==> config.mk <==
export PLATFORM = sky130hd
export DESIGN_NAME = lstm_step_sequencer_flat
export DESIGN_NICKNAME = d
export VERILOG_FILES = /design/src/rtl/lstm_step_sequencer_pkg.sv /design/src/rtl/lstm_step_sequencer_if.sv /design/src/rtl/lstm_step_sequencer_watchdog.sv /design/src/rtl/lstm_step_sequencer.sv /design/src/flat_wrapper.sv
export SDC_FILE = /design/constraint.sdc
export NUM_CORES = 1
export LEC_CHECK = 0
export CORE_MARGIN = 2
export CORE_UTILIZATION = 45
export CTS_CLUSTER_SIZE = 12
export DETAILED_ROUTE_END_ITERATION = 12
export DONT_BUFFER_PORTS = 1
export GPL_TIMING_DRIVEN = 0
export HOLD_SLACK_MARGIN = 0.1
export MAX_ROUTING_LAYER = met4
export PLACE_DENSITY = 0.6
export SLEW_MARGIN = 10
export SYNTH_ARGS = -nofsm -noshare
export SYNTH_HDL_FRONTEND = slang
export SYNTH_SLANG_ARGS = --single-unit
==> constraint.sdc <==
create_clock -name clk -period 2.3 [get_ports clk]
set_clock_uncertainty 0.05 [all_clocks]
set_input_delay 0.115 -clock clk [delete_from_list [all_inputs] [get_ports clk]]
set_output_delay 0.115 -clock clk [all_outputs]
set_load 0.1 [all_outputs]
==> src/rtl/lstm_step_sequencer_pkg.sv <==
// rtl/lstm_step_sequencer_pkg.sv - shared states, phase codes and phase-length constants for the LSTM step sequencer
package lstm_ctrl_pkg;

  typedef enum logic [2:0] {
    S_IDLE,
    S_G_START,
    S_G_WAIT,
    S_N_START,
    S_N_WAIT,
    S_FIN,
    S_ERROR
  } seq_state_e;

  localparam logic [1:0] PH_IDLE = 2'd0;
  localparam logic [1:0] PH_GATE = 2'd1;
  localparam logic [1:0] PH_NET  = 2'd2;
  localparam logic [1:0] PH_ERR  = 2'd3;

  // Nominal generator phase lengths; the watchdog limit must cover the longer one.
  localparam int GATE_PHASE_LEN = 1536;
  localparam int NET_PHASE_LEN  = 390;

  // True when a watchdog limit covers both phases and fits in the counter.
  function automatic bit tmo_limit_ok(input int limit, input int width);
    return (limit >= GATE_PHASE_LEN) && (limit >= NET_PHASE_LEN) &&
           (limit < (1 << width));
  endfunction

  // Host-visible phase code for a sequencer state; FIN reports idle.
  function automatic logic [1:0] phase_of(input seq_state_e s);
    case (s)
      S_G_START, S_G_WAIT: return PH_GATE;
      S_N_START, S_N_WAIT: return PH_NET;
      S_ERROR:             return PH_ERR;
      default:             return PH_IDLE;
    endcase
  endfunction

endpackage

==> src/rtl/lstm_step_sequencer_if.sv <==
// rtl/lstm_step_sequencer_if.sv - host and generator handshake bundle for the step sequencer
interface lstm_step_sequencer_if #(
  parameter int STEP_W = 8
);
  logic              run;
  logic              abort;
  logic [STEP_W-1:0] num_steps;
  logic              memory_gate_done;
  logic              memory_net_done;
  logic              start_gate;
  logic              start_net;
  logic              busy;
  logic [1:0]        phase;
  logic [STEP_W-1:0] step_idx;
  logic              done;
  logic              err;

  // Sequencer side.
  modport master (
    input  run, abort, num_steps, memory_gate_done, memory_net_done,
    output start_gate, start_net, busy, phase, step_idx, done, err
  );

  // Host and generator side.
  modport slave (
    output run, abort, num_steps, memory_gate_done, memory_net_done,
    input  start_gate, start_net, busy, phase, step_idx, done, err
  );
endinterface

==> src/rtl/lstm_step_sequencer_watchdog.sv <==
// rtl/lstm_step_sequencer_watchdog.sv - saturating per-phase wait counter with expiry flag
import lstm_ctrl_pkg::*;

module phase_watchdog #(
  parameter int TMO_W     = 12,
  parameter int TMO_LIMIT = 2047
) (
  input  logic clk,
  input  logic rst,
  input  logic clear,
  input  logic enable,
  output logic expired
);
  localparam logic [TMO_W-1:0] LIMIT = TMO_W'(TMO_LIMIT);

  logic [TMO_W-1:0] count;

  // Count wait cycles, parking at the limit so the counter never wraps.
  always_ff @(posedge clk) begin
    if (rst || clear) begin
      count <= '0;
    end else if (enable && (count != LIMIT)) begin
      count <= count + TMO_W'(1);
    end
  end

  assign expired = (count == LIMIT);
endmodule

==> src/rtl/lstm_step_sequencer.sv <==
// rtl/lstm_step_sequencer.sv - per-timestep gate/net phase scheduler with watchdog and abort
import lstm_ctrl_pkg::*;

module lstm_step_sequencer #(
  parameter int STEP_W    = 8,
  parameter int TMO_W     = 12,
  parameter int TMO_LIMIT = 2047
) (
  input logic                  clk,
  input logic                  rst,
  lstm_step_sequencer_if.master bus
);
  if (!tmo_limit_ok(TMO_LIMIT, TMO_W)) begin : g_bad_tmo_limit
    $error("TMO_LIMIT must cover the gate phase and fit in TMO_W bits");
  end

  seq_state_e        state;
  logic [STEP_W-1:0] steps_latched;
  logic [STEP_W-1:0] step_q;
  logic              err_q;
  logic              in_wait;
  logic              wd_expired;

  assign in_wait = (state == S_G_WAIT) || (state == S_N_WAIT);

  phase_watchdog #(
    .TMO_W    (TMO_W),
    .TMO_LIMIT(TMO_LIMIT)
  ) u_watchdog (
    .clk    (clk),
    .rst    (rst),
    .clear  (!in_wait),
    .enable (in_wait),
    .expired(wd_expired)
  );

  // Sequencer FSM: abort beats everything, done inputs beat watchdog expiry.
  always_ff @(posedge clk) begin
    if (rst) begin
      state         <= S_IDLE;
      steps_latched <= '0;
      step_q        <= '0;
      err_q         <= 1'b0;
    end else if (bus.abort) begin
      state <= S_IDLE;
    end else begin
      case (state)
        S_IDLE, S_ERROR: begin
          if (bus.run) begin
            steps_latched <= bus.num_steps;
            step_q        <= '0;
            err_q         <= 1'b0;
            state         <= (bus.num_steps == '0) ? S_FIN : S_G_START;
          end
        end
        S_G_START: state <= S_G_WAIT;
        S_G_WAIT: begin
          if (bus.memory_gate_done) begin
            state <= S_N_START;
          end else if (wd_expired) begin
            state <= S_ERROR;
            err_q <= 1'b1;
          end
        end
        S_N_START: state <= S_N_WAIT;
        S_N_WAIT: begin
          if (bus.memory_net_done) begin
            if (step_q == steps_latched - STEP_W'(1)) begin
              state <= S_FIN;
            end else begin
              step_q <= step_q + STEP_W'(1);
              state  <= S_G_START;
            end
          end else if (wd_expired) begin
            state <= S_ERROR;
            err_q <= 1'b1;
          end
        end
        S_FIN:   state <= S_IDLE;
        default: state <= S_IDLE;
      endcase
    end
  end

  assign bus.start_gate = (state == S_G_START);
  assign bus.start_net  = (state == S_N_START);
  assign bus.done       = (state == S_FIN);
  assign bus.busy       = (state != S_IDLE) && (state != S_ERROR);
  assign bus.phase      = phase_of(state);
  assign bus.step_idx   = step_q;
  assign bus.err        = err_q;
endmodule

==> src/flat_wrapper.sv <==
// flat-port wrapper written by rule: the top's interface ports become plain ports
module lstm_step_sequencer_flat 
#(
  parameter int STEP_W    = 8,
  parameter int TMO_W     = 12,
  parameter int TMO_LIMIT = 2047
)
  (clk, rst, bus_run, bus_abort, bus_num_steps, bus_memory_gate_done, bus_memory_net_done, bus_start_gate, bus_start_net, bus_busy, bus_phase, bus_step_idx, bus_done, bus_err);
  lstm_step_sequencer_if #(.STEP_W(STEP_W)) bus_i ();
  input logic clk;
  input logic rst;
  input wire logic [$bits(bus_i.run)-1:0] bus_run;
  input wire logic [$bits(bus_i.abort)-1:0] bus_abort;
  input wire logic [$bits(bus_i.num_steps)-1:0] bus_num_steps;
  input wire logic [$bits(bus_i.memory_gate_done)-1:0] bus_memory_gate_done;
  input wire logic [$bits(bus_i.memory_net_done)-1:0] bus_memory_net_done;
  output wire logic [$bits(bus_i.start_gate)-1:0] bus_start_gate;
  output wire logic [$bits(bus_i.start_net)-1:0] bus_start_net;
  output wire logic [$bits(bus_i.busy)-1:0] bus_busy;
  output wire logic [$bits(bus_i.phase)-1:0] bus_phase;
  output wire logic [$bits(bus_i.step_idx)-1:0] bus_step_idx;
  output wire logic [$bits(bus_i.done)-1:0] bus_done;
  output wire logic [$bits(bus_i.err)-1:0] bus_err;
  assign bus_i.run = bus_run;
  assign bus_i.abort = bus_abort;
  assign bus_i.num_steps = bus_num_steps;
  assign bus_i.memory_gate_done = bus_memory_gate_done;
  assign bus_i.memory_net_done = bus_memory_net_done;
  assign bus_start_gate = bus_i.start_gate;
  assign bus_start_net = bus_i.start_net;
  assign bus_busy = bus_i.busy;
  assign bus_phase = bus_i.phase;
  assign bus_step_idx = bus_i.step_idx;
  assign bus_done = bus_i.done;
  assign bus_err = bus_i.err;
  lstm_step_sequencer #(.STEP_W(STEP_W), .TMO_W(TMO_W), .TMO_LIMIT(TMO_LIMIT)) u_core (.clk(clk), .rst(rst), .bus(bus_i));
endmodule
Word level (Yosys, flattened, before mapping)
Cells that the tools add are included.

storage, ports and cells
  register bits = 32
  input bits = 14
  output and inout bits = 15
  word-level logic and storage cells = 58

cells by class
  $add $sub $neg = 3
  equality and inequality tests = 15
  multiplexer cells = 17
  bitwise logic cells = 1
  reductions and logical operators = 17

operators by type and width
  kind                                              count
  2-to-1 mux 8 bit                                  3
  2-to-1 mux 3 bit                                  6
  case mux 8 bit (2 select lines)                   1
  case mux 3 bit (5 select lines)                   1
  adder 12 x 1 -> 12 bit, second input constant     1
  == test 12 x 11 -> 1 bit, second input constant   1
  != test 12 x 11 -> 1 bit, second input constant   1
  != test 2 bit, second input constant              5
  AND reduction 5 bit                               2
  == test 3 bit, second input constant              3
  adder 8 x 1 -> 8 bit, second input constant       1
  == test 8 bit                                     1
  zero test 8 bit                                   1
  OR reduction 2 bit                                4
  subtractor 8 x 1 -> 8 bit, second input constant  1
  == test 3 x 2 -> 1 bit, second input constant     2
  case mux 2 bit (3 select lines)                   1
  nonzero test 3 bit                                2
  2-to-1 mux 1 bit                                  4
  == test 3 x 1 -> 1 bit, second input constant     1
  zero test 3 bit                                   1
  != test 3 bit, second input constant              1
  case mux 1 bit (3 select lines)                   1
  AND reduction 3 bit                               1
  other kinds (5)                                   7

Logic depth before layout (Yosys ltp)
Gate-level depths: netlist (run 1).

  depth after elaboration = 5
  mapped depth = 8
  depth with buffers taken out = 8

Cells and area by module
A second synthesis (run 1) with hierarchy kept.

second synthesis, totals
  cells, all modules = 238
  area, all modules = 1,998.2 µm²

by module, submodules not included
  module               instances  cells an instance  area an instance (µm²)  seq. area each (µm²)
  lstm_step_sequencer  1          164                1,382.6                 400.4
  phase_watchdog       1          74                 615.6                   240.2

Worst setup path before layout (run 1)
No wires, ideal clock.

  path type = register to output
  start point = register u_core.state[0]
  end point = output bus_phase[0]
  arrival time = 2.879 ns
  data required time = 2.135 ns
  setup slack = -0.744 ns
  cell stages (with the launch flop) = 4
  path buffers = 1
  cell sequence = dfxtp_1 > clkbuf_1 > nand2b_1 > o21ai_0

between the ends
  longest elaborated chain between the ends = 3
  elaborated cells on any way between the ends = 8
  those cells by class = 5 x eq/ne; 1 x mux; 2 x reduce/logical

RTL lines
  what                                            line                           source
  start: declaration                              lstm_step_sequencer.sv:17      seq_state_e state;
  start signal: assignment                        lstm_step_sequencer.sv:53      state <= (bus.num_steps == '0) ? S_FIN : S_G_START;
  == test 3 x 2 -> 1 bit (tied with other cells)  lstm_step_sequencer_pkg.sv:31  case (s)
  OR reduction 2 bit                              lstm_step_sequencer_pkg.sv:31
  case mux 2 bit (3 select lines) *               lstm_step_sequencer_pkg.sv:31
  end: declaration                                flat_wrapper.sv:20             output wire logic [$bits(bus_i.phase)-1:0] bus_phase;

Every way passes the cells marked *; elsewhere a longest branch is shown, timed or not.

Final worst setup path (run 1)
  start point = register u_core.state[0]
  end point = output bus_phase[1]

The elaborated chain is that of the path after synthesis.

==> metrics.csv, run 1 <==
stage,metric,value,unit
status,status,"complete, but fails checks",
status,violations,setup timing,
clocking,cts_tree,done,
clocking,cts_buffers,5,
layout,final_area,2410,µm²
global_routing,grt_pass1_wl,8060,µm
power_and_ir_drop,p_clk_share,36.3,%
routing,ant_nets,0,
routing,drc_errors,0,
worst_setup_path,cp_slowest_stage_delay,0.90,ns
synth,synth_area_leaders,"dfxtp_1 32%, mux2i_1 7.9%, nor2_1 5.0%, xor2_1 4.7%, nand2_1 3.1%",
global_routing,grt_antenna_before_repair,0,
timing,setup_viol,3,
worst_setup_path,path_buf_inv,1,
synth,ys_seq_elements,32,
synth,seq_area_frac_synth,31.6,%
layout,diodes,0,
synth,yosys_warnings,0,
floorplanning,rows,24,
synth,synth.top_cell.area_share,31.6,%
timing,fmax,415,MHz
floorplanning,core-area,4350,µm²
synth,synth_edf_count,0,
power_and_ir_drop,internal-power,881,µW
clocking,clock_latency,0.28,ns
global_routing,grt_usage,20.8,%
worst_setup_path,cp_slowest_cell,o21ai_2,
placement,place_worst_setup_slack,-0.163,ns
power_and_ir_drop,p_seq_share,48.4,%
worst_setup_path,cp-end-kind,output port,
timing,drv_slew,0,
timing,worst_pin_slew,1.08,ns
synth,synthFlopType,dfxtp_1,
timing,setup_tns,-0.290,ns
worst_setup_path,crit_chain,"clkbuf_1, nand2b_1, o21ai_2",
worst_setup_path,cp-start-kind,register,
timing,slew_headroom,28.0,%
clocking,cts_buffer_depth,2,
floorplanning,initial_core_util,46.6,%
routing,firstDrtPassIters,4,
synth,syn_inst,241,
placement,dp_cells,294,
power_and_ir_drop,p_comb_share,15.3,%
floorplanning,die_h,71.2,µm
synth,yosysTopAreaCell,dfxtp_1,
worst_setup_path,worstPathArrival,2.24,ns
flow_run,cap_viol_max_count,0,
timing,hold_viol_final,0,
synth,synth.most_common_cell,dfxtp_1,
synth,synth_area,2030,µm²
worst_hold_path,hp-class,primary input to register,
power_and_ir_drop,switching_share,27.5,%
power_and_ir_drop,vdd_drop_max,0.347,mV
power_and_ir_drop,p_sw,335,µW
synth,ys_top_cells_by_count,"32 x dfxtp_1, 27 x nor2_1, 17 x nand2_1",
clocking,cts_root_buf,clkbuf_8,
routing,wire_per_inst,15.0,µm
worst_setup_path,critPathTopFamily,compound AO/OA/AOI/OAI gates,
power_and_ir_drop,p_leak,0.000832,µW
clocking,clk_pin_slew,0.06,ns
clocking,cts.sinks,32,
placement,portBuffers,0,
routing,vias,1804,
global_routing,grt_pass1_vias,1732,
worst_setup_path,criticalPathCategory,register to output port,
global_routing,gr-total-overflow,0,
layout,utilization,55.3,%
routing,vias_per_cell,5.75,
synth,synth_nets,258,
synth,syn_area_per_cell,8.42,µm²
floorplanning,dieArea,5060,µm²
worst_setup_path,cp_max_fo,10,
layout,drive_gt1_share,18.7,%
clocking,h-tree-depth,2,
timing,fin_crit,2.41,ns
floorplanning,io_pins,29,
layout,nets,278,
floorplanning,die_w,71.2,µm
placement,place.gp.congestion,0.823,
worst_setup_path,worst-endpoint-required,2.13,ns
power_and_ir_drop,power_density,505,nW/µm²
routing,drt_iter0_drc,102,
timing,timing.final.ws_setup,-0.108,ns
synth,ys_types,57,
timing,period_share,105,%
synth,async_reset_ff_share,0,%
placement,place_area,2120,µm²
routing,wirelength,4720,µm
timing,rsz0062_at_grt,true,
global_routing,grt_max_degree,11,
layout,stdcell_count,314,
layout,syn2layout_area_growth,18.7,%
placement,hpwl,3330,µm
==> state kept, by name (all words and copies together), names as in the netlist <==
name	flops
u_core.state	3
u_core.steps_latched	8
u_core.bus.step_idx	8
u_core.bus.err	1
u_core.u_watchdog.count	12
==> placed cells by master (no fill, tap or decap), drive strengths merged, types with 8 or more instances in the layout <==
cell type	count
dfxtp	32
nor2	27
nand2	17
clkbuf	17
mux2i	16
xor2	12
dlygate4sd3	11
a21oi	11
nand2b	10
nand4	8
==> cell type report <==
cell class                      instances  area, µm²
Timing Repair Buffer                   13        121
Tap cell                               52       65.1
Inverter                                4       15.0
Fill cell                             438       1950
Clock buffer                            8       90.1
Multi-Input combinational cell        191       1380
Buffer                                 14       72.6
Sequential cell                        32        662
==> power by group through the flow <==
stage | clock, µW | sequential (µW) | combinational [µW]
CTS | 454 | 589 | 179
global route | 489 | 589 | 203
global placement | 0 | 604 | 151
floorplan | 0 | 599 | 131
detailed placement | 0 | 604 | 153
finish | 441 | 588 | 186
==> metrics by stage <==
stage               hold slack [ns]  total power, µW
finish                        0.122             1220
global route                  0.119             1280
CTS                           0.110             1220
detailed placement            0.222              757
global placement              0.216              754
floorplan                     0.212              730
==> repair_timing <==
| item | in CTS | in global routing |
|---|---|---|
| hold buffers | 11 | 0 |
| resized for setup | 14 | 11 |
| pin swaps | 2 | 5 |
| endpoints found under the setup margin | 12 | 13 |
| setup buffers | 1 | 0 |
| endpoints found under the hold margin | 11 | 0 |
==> cell families (layout without fill, tap and decap cells) <==
logic type / Yosys count / after routing / synth area share (%)
flip-flops: 32 / 32 / 31.6
AND/OR/NAND/NOR: 107 / 107 / 29.1
adder cells (fa/ha/maj): 3 / 3 / 1.85
AO/OA/AOI/OAI: 46 / 46 / 17.2
XOR/XNOR: 19 / 19 / 8.57
multiplexers: 16 / 16 / 7.89
buffers and inverters: 18 / 39 / 3.82
==> metal layers <==
| metal | up-vias | share of wire, % | wire length [µm] | track usage, % |
|---|---|---|---|---|
| met2 | 30 | 51 | 2410 | 34.5 |
| met1 | 855 | 44 | 2060 | 24.5 |
| met3 | 6 | 4.0 | 189 | 4.84 |
| met4 | 0 | 1.2 | 57 | 7.76 |
| li1 | 913 | - | - | - |
| met5 | - | 0 | 0 | - |
==> final timing paths <==
path | startpoint | depth (start not counted) | slack (ns) | to
max reg2reg | u_core.bus.step_idx[4]$_SDFFE_PP0P_ | 7 | 0.08 | u_core.bus.step_idx[7]$_SDFFE_PP0P_
min | bus_memory_gate_done | 2 | 0.12 | u_core.state[0]$_SDFFE_PP0N_
max | u_core.state[0]$_SDFFE_PP0N_ | 3 | -0.11 | bus_phase[1]
min reg2reg | u_core.u_watchdog.count[2]$_SDFFE_PP0P_ | 1 | 0.45 | u_core.u_watchdog.count[2]$_SDFFE_PP0P_
Note: power is estimated with default switching activity, not from simulation.
==> run 2, diff against run 1 <==
--- a/config.mk
+++ b/config.mk
@@ -5,15 +5,16 @@
 export SDC_FILE = /design/constraint.sdc
 export NUM_CORES = 1
 export LEC_CHECK = 0
+export BUFFER_PORTS_ARGS = -buffer_cell sky130_fd_sc_hd__buf_2
 export CORE_MARGIN = 2
 export CORE_UTILIZATION = 45
 export CTS_CLUSTER_SIZE = 12
 export DETAILED_ROUTE_END_ITERATION = 12
-export DONT_BUFFER_PORTS = 1
 export GPL_TIMING_DRIVEN = 0
 export HOLD_SLACK_MARGIN = 0.1
 export MAX_ROUTING_LAYER = met4
-export PLACE_DENSITY = 0.6
+export PLACE_DENSITY = 0.66
+export SETUP_SLACK_MARGIN = 0.2
 export SLEW_MARGIN = 10
 export SYNTH_ARGS = -nofsm -noshare
 export SYNTH_HDL_FRONTEND = slang
==> run 2 against run 1 <==
Net effect:
- the run now ends clean
- critical endpoint is now u_core.bus.step_idx[3]$_SDFFE_PP0P_
- worst setup slack gained 0.24 ns
- core utilization is 5.9 points higher
- sequential share of layout area down 2.4 points
- register-to-register slack gained 0.05 ns
- first-iteration DRC count is 36% higher
- final cell count grew 8.6%
- combinational power is 27% higher
- non-clock buffer count grew 27
- via count increased by 7.4%
- largest power group unchanged
==> metrics.csv, run 2 (synthesis gave the netlist of run 1 again) <==
stage,metric,value,unit
worst_setup_path,r2r-end,u_core.bus.step_idx[3]$_SDFFE_PP0P_,
clocking,clock_latency,0.29,ns
clocking,cts_buffers,5,
timing,fin_crit,2.17,ns
layout,largest_reg_flops,12,
routing,wire_per_inst,14.6,µm
worst_setup_path,cp_max_fo,5,
floorplanning,core-area,4350,µm²
timing,worst_pin_slew,0.594,ns
worst_setup_path,rr_startpoint,u_core.steps_latched[1]$_SDFFE_PP0P_,
power_and_ir_drop,internal-power,995,µW
timing,setup_tns,0,ns
global_routing,grt_max_degree,11,
floorplanning,initial_core_util,46.6,%
layout,drive_gt1_share,32.2,%
timing,drv_slew,0,
routing,drt_iter0_drc,139,
power_and_ir_drop,p_total,1370,µW
global_routing,gr-total-overflow,0,
placement,hpwl,3290,µm
worst_hold_path,holdPathStages,3,
placement,portBuffers,27,
status,status,completed,
power_and_ir_drop,vdd_drop_max,0.439,mV
placement,place_area,2250,µm²
power_and_ir_drop,p_leak,0.00101,µW
placement,dp_cells,320,
routing,ant_nets,0,
global_routing,grt_pass1_vias,1744,
timing,setup_viol,0,
clocking,cts.sinks,32,
floorplanning,io_pins,29,
routing,drc_errors,0,
floorplanning,die_w,71.2,µm
power_and_ir_drop,power_density,515,nW/µm²
timing,rsz0062_at_grt,true,
routing,wirelength,4980,µm
routing,vias,1937,
timing,fmax,461,MHz
timing,period_share,94.3,%
layout,utilization,61.2,%
layout,regMostFlops,u_core.u_watchdog.count,
clocking,h-tree-depth,2,
worst_setup_path,reg2reg_slack,0.13,ns
clocking,cts_buffer_depth,2,
layout,final_cell_mix,"27 x buf_2, 25 x nor2_1, 21 x dfxtp_1, 17 x nand2_1, 16 x mux2i_1",
layout,layout.cells.most_common,buf_2,
worst_setup_path,cp-end-kind,register,
layout,syn2layout_area_growth,31.3,%
worst_hold_path,hp-start,bus_abort,
layout,stdcell_count,341,
routing,vias_per_cell,5.68,
worst_setup_path,criticalPathCategory,register to register,
global_routing,grt_pass1_wl,8130,µm
power_and_ir_drop,p_sw,376,µW
worst_setup_path,rr_worst_depth,8,
power_and_ir_drop,switching_share,27.4,%
worst_setup_path,worstPathArrival,2.30,ns
flow_run,cap_viol_max_count,0,
power_and_ir_drop,p_comb_share,17.2,%
worst_setup_path,crit_chain,"inv_4, ha_4, or3b_4, a211oi_4, nand3b_4, o211ai_4, a21oi_2, mux2i_1",
layout,final_area,2660,µm²
worst_hold_path,holdPathEnd,u_core.state[1]$_SDFFE_PP0N_,
clocking,clk_pin_slew,0.07,ns
floorplanning,dieArea,5060,µm²
layout,nets,305,
worst_setup_path,cp_slowest_stage_delay,0.40,ns
timing,slew_headroom,60.1,%
placement,place.gp.congestion,0.825,
floorplanning,rows,24,
worst_hold_path,hp-class,primary input to register,
clocking,cts_tree,done,
global_routing,grt_antenna_before_repair,0,
global_routing,grt_usage,20.6,%
power_and_ir_drop,p_seq_share,42.2,%
clocking,cts_root_buf,clkbuf_8,
timing,hold_viol_final,0,
routing,firstDrtPassIters,4,
worst_setup_path,cp_slowest_cell,or3b_4,
layout,diodes,0,
power_and_ir_drop,p_clk_share,40.6,%
floorplanning,die_h,71.2,µm
worst_setup_path,cp-start-kind,register,
worst_setup_path,worst-endpoint-required,2.43,ns
[run 2: cell count changes in the layout (fill, tap and decap cells not counted), sizes merged]
| cell | delta |
|---|---|
| clkbuf | +3 |
| dlygate4sd3 | -3 |
| buf | +27 |
[run 2: stage by stage]
| step | worst slack, ns | hold slack (ns) |
|---|---|---|
| floorplan | -0.0124 | 0.212 |
| global placement | -0.0298 | 0.317 |
| detailed placement | -0.0479 | 0.326 |
| CTS | 0.203 | 0.111 |
| global route | 0.0176 | 0.156 |
| finish | 0.132 | 0.139 |
[run 2: cell type report]
type | instances | area, µm²
Timing Repair Buffer | 41 | 270
Inverter | 4 | 20.0
Sequential cell | 32 | 667
Tap cell | 52 | 65.1
Fill cell | 359 | 1690
Multi-Input combinational cell | 191 | 1460
Clock buffer | 8 | 121
Buffer | 13 | 58.8
[run 2: timing repair]
action / CTS / global route
resized for setup: 11 / 27
pin swaps: 8 / 12
hold buffers: 8 / 0
endpoints found under the hold margin: 8 / 0
setup buffers: 4 / 2
cloned: 0 / 0
setup endpoints to repair: 9 / 25
[run 2: per-layer routing]
layer	share of wire [%]	global-route usage, %	vias to the layer above
met5	0	-	-
met4	1.8	7.76	0
met3	3.9	3.99	8
met2	49	32.6	41
met1	45	26.1	921
li1	-	-	967
[run 2: worst max path at each step]
stage,startpoint,end,slack (ns),depth (start not counted)
global placement,u_core.steps_latched[0]$_SDFFE_PP0P_,u_core.bus.step_idx[7]$_SDFFE_PP0P_,-0.03,8
detailed placement,u_core.steps_latched[0]$_SDFFE_PP0P_,u_core.bus.step_idx[6]$_SDFFE_PP0P_,-0.05,8
floorplan,u_core.state[0]$_SDFFE_PP0N_,bus_phase[0],-0.01,3
CTS,u_core.steps_latched[0]$_SDFFE_PP0P_,u_core.bus.step_idx[6]$_SDFFE_PP0P_,0.20,8
global route,u_core.steps_latched[1]$_SDFFE_PP0P_,u_core.bus.step_idx[7]$_SDFFE_PP0P_,0.02,10
finish,u_core.steps_latched[1]$_SDFFE_PP0P_,u_core.bus.step_idx[3]$_SDFFE_PP0P_,0.13,8
[run 2: power groups by stage]
stage | sequential, µW | combinational, µW | clock (µW)
2_1_floorplan | 596 | 132 | 0
3_3_place_gp | 589 | 183 | 0
3_5_place_dp | 589 | 184 | 0
4_1_cts | 576 | 211 | 570
5_1_grt | 579 | 255 | 589
6_report | 579 | 236 | 557
[run 2: worst max-delay path, delay by kind of cell, from the launching register on]
family	cells	cell delay (ns)
buffers and inverters	1	0.06
multiplexers	1	0.13
adder cells (fa/ha/maj)	1	0.19
flip-flops	1	0.37
AO/OA/AOI/OAI	3	0.72
AND/OR/NAND/NOR	2	0.54
==> run 3, diff against run 2 <==
--- a/config.mk
+++ b/config.mk
@@ -7,13 +7,13 @@
 export LEC_CHECK = 0
 export BUFFER_PORTS_ARGS = -buffer_cell sky130_fd_sc_hd__buf_2
 export CORE_MARGIN = 2
-export CORE_UTILIZATION = 45
+export CORE_UTILIZATION = 51
 export CTS_CLUSTER_SIZE = 12
 export DETAILED_ROUTE_END_ITERATION = 12
 export GPL_TIMING_DRIVEN = 0
 export HOLD_SLACK_MARGIN = 0.1
 export MAX_ROUTING_LAYER = met4
-export PLACE_DENSITY = 0.66
+export PLACE_DENSITY = 0.73
 export SETUP_SLACK_MARGIN = 0.2
 export SLEW_MARGIN = 10
 export SYNTH_ARGS = -nofsm -noshare
==> run 3 against run 2 <==
Net effect:
- fmax rose by 3.3%
- power is 3.8% lower
- clock power is 11% lower
- flip-flop and latch count unchanged
- highest routed layer unchanged
- first-iteration DRC count increased by 37%
- via count grew 1.1%
- largest cell class unchanged
- sequential share of layout area grew 0.49 points
- global-route usage increased by 3.1 points
- die area shrank 11%
- critical endpoint is now u_core.bus.step_idx[7]$_SDFFE_PP0P_
==> metrics.csv, run 3 (synthesis gave the netlist of run 1 again) <==
stage,metric,value,unit
status,status,completed,
worst_setup_path,cp_slowest_stage_delay,0.40,ns
layout,multi_input_area,1440,µm²
placement,portBuffers,27,
global_routing,use_met2,35.0,%
clocking,cts_root_buf,clkbuf_8,
timing,rsz0062_at_grt,true,
layout,diodes,0,
routing,wire_per_inst,14.6,µm
routing,drt_iter0_drc,190,
routing,wirelength,4910,µm
timing,fin_hold_ws,0.147,ns
floorplanning,core-area,3740,µm²
global_routing,grt_antenna_before_repair,0,
layout,ff_latch_area,667,µm²
clocking,h-tree-depth,2,
worst_setup_path,cp-end-kind,register,
worst_setup_path,criticalPathCategory,register to register,
worst_setup_path,cp-start-kind,register,
timing,setup_viol,0,
timing,slew_headroom,48.4,%
clocking,clk_pin_slew,0.07,ns
placement,hpwl,3260,µm
clocking,cts_buffer_depth,2,
global_routing,grt_pass1_vias,1785,
layout,n_fill_cell,313,
global_routing,grt_use_met1,31.5,%
worst_setup_path,worstPathArrival,2.22,ns
routing,vias_per_cell,5.81,
worst_hold_path,hp-class,primary input to register,
clocking,cts_buffers,5,
floorplanning,initial_core_util,54.2,%
placement,place.gp.congestion,0.869,
global_routing,grt_usage,23.7,%
placement,place_worst_setup_slack,-0.0797,ns
worst_setup_path,crit_chain,"inv_4, ha_4, or3b_4, a211oi_4, nand3b_4, o211ai_4, a211oi_2, mux2i_1",
global_routing,grt_max_degree,11,
worst_setup_path,worst-endpoint-required,2.42,ns
floorplanning,die_h,67.1,µm
worst_setup_path,cp_max_fo,5,
power_and_ir_drop,vdd_drop_max,0.370,mV
layout,largest_reg_flops,12,
floorplanning,dieArea,4500,µm²
routing,ant_nets,0,
timing,period_share,91.2,%
clocking,cts.sinks,32,
timing,timing.final.ws_setup,0.202,ns
power_and_ir_drop,power_density,505,nW/µm²
clocking,clock_latency,0.28,ns
floorplanning,die_w,67.1,µm
layout,final_cell_mix,"30 x buf_2, 25 x nor2_1, 21 x dfxtp_1, 17 x nand2_1, 16 x mux2i_1",
global_routing,gr-total-overflow,0,
routing,drc_errors,0,
layout,syn2layout_area_growth,28.7,%
timing,fin_crit,2.10,ns
layout,layout.cells.most_common,buf_2,
routing,firstDrtPassIters,4,
routing,vias,1958,
timing,drv_slew,0,
clocking,cts_tree,done,
layout,regMostFlops,u_core.u_watchdog.count,
timing,fmax,477,MHz
timing,worst_pin_slew,0.768,ns
global_routing,grt.busiest_layer,met2,
power_and_ir_drop,p_leak,0.00101,µW
global_routing,met3_usage,5.74,%
layout,nets,305,
layout,drive_gt1_share,30.4,%
global_routing,grt_pass1_wl,7950,µm
worst_setup_path,cp_slowest_cell,or3b_4,
floorplanning,rows,22,
power_and_ir_drop,p_total,1320,µW
flow_run,cap_viol_max_count,0,
timing,hold_viol_final,0,
floorplanning,io_pins,29,
run 3: cell types whose count changed in the layout (fill, tap and decap cells not counted), moves of 2 or more:
cell      change
clkbuf_8      -2
clkbuf_4      -4
a21oi_1       +4
a21oi_2       -4
buf_2         +3
run 3: layout make-up:
| type | instances | share of cell area [%] |
|---|---|---|
| Timing Repair Buffer | 41 | 9.96 |
| Inverter | 4 | 0.766 |
| Tap cell | 48 | 2.30 |
| Buffer | 13 | 2.35 |
| Clock inverter | 1 | 0.192 |
| Multi-Input combinational cell | 191 | 55.2 |
| Clock buffer | 7 | 3.74 |
| Sequential cell | 32 | 25.5 |
run 3: repair_timing:
| action | in CTS | in global routing |
|---|---|---|
| setup buffers | 1 | 5 |
| gates cloned | 0 | 0 |
| gates resized for setup | 14 | 17 |
| hold buffers | 8 | 0 |
| setup endpoints to repair | 9 | 20 |
| pin swaps | 7 | 10 |
| hold endpoints to repair | 8 | 0 |
run 3: where the power goes:
part	switching (µW)	total (µW)	internal, µW
sequential	18.8	578	560
clock	218	495	278
combinational	143	245	102
run 3: path summary, 6_finish.rpt:
path | to | cells past startpoint | startpoint | slack, ns
worst max-delay path | u_core.bus.step_idx[7]$_SDFFE_PP0P_ | 8 | u_core.steps_latched[1]$_SDFFE_PP0P_ | 0.20
worst min-delay path | u_core.state[1]$_SDFFE_PP0N_ | 3 | bus_abort | 0.15
worst max register to register | u_core.bus.step_idx[7]$_SDFFE_PP0P_ | 8 | u_core.steps_latched[1]$_SDFFE_PP0P_ | 0.20
worst min register to register | u_core.bus.err$_SDFFE_PP0P_ | 1 | u_core.bus.err$_SDFFE_PP0P_ | 0.43
run 3: worst max-delay path, delay by kind of cell (launching register included):
kind,cells,cell delay (ns)
simple gates,2,0.53
compound gates,3,0.65
flops,1,0.37
buf+inv,1,0.07
mux,1,0.14
fa+ha+maj,1,0.17
run 3: through the flow:
step	cells	cell area, µm²	util [%]	setup TNS, ns
final	337	2610	69.8	0
after global routing	337	2610	69.8	0
after CTS	333	2510	67.0	0
after detailed placement	316	2250	60.0	-0.386
after global placement	316	2250	60.0	0
after floorplan	241	2050	-	-0.0248
run 3: layer usage:
layer | vias to the layer above | share of wire, %
met5 | - | 0
met4 | 0 | 1.9
met3 | 11 | 5.4
met2 | 76 | 45
met1 | 904 | 48
li1 | 967 | -
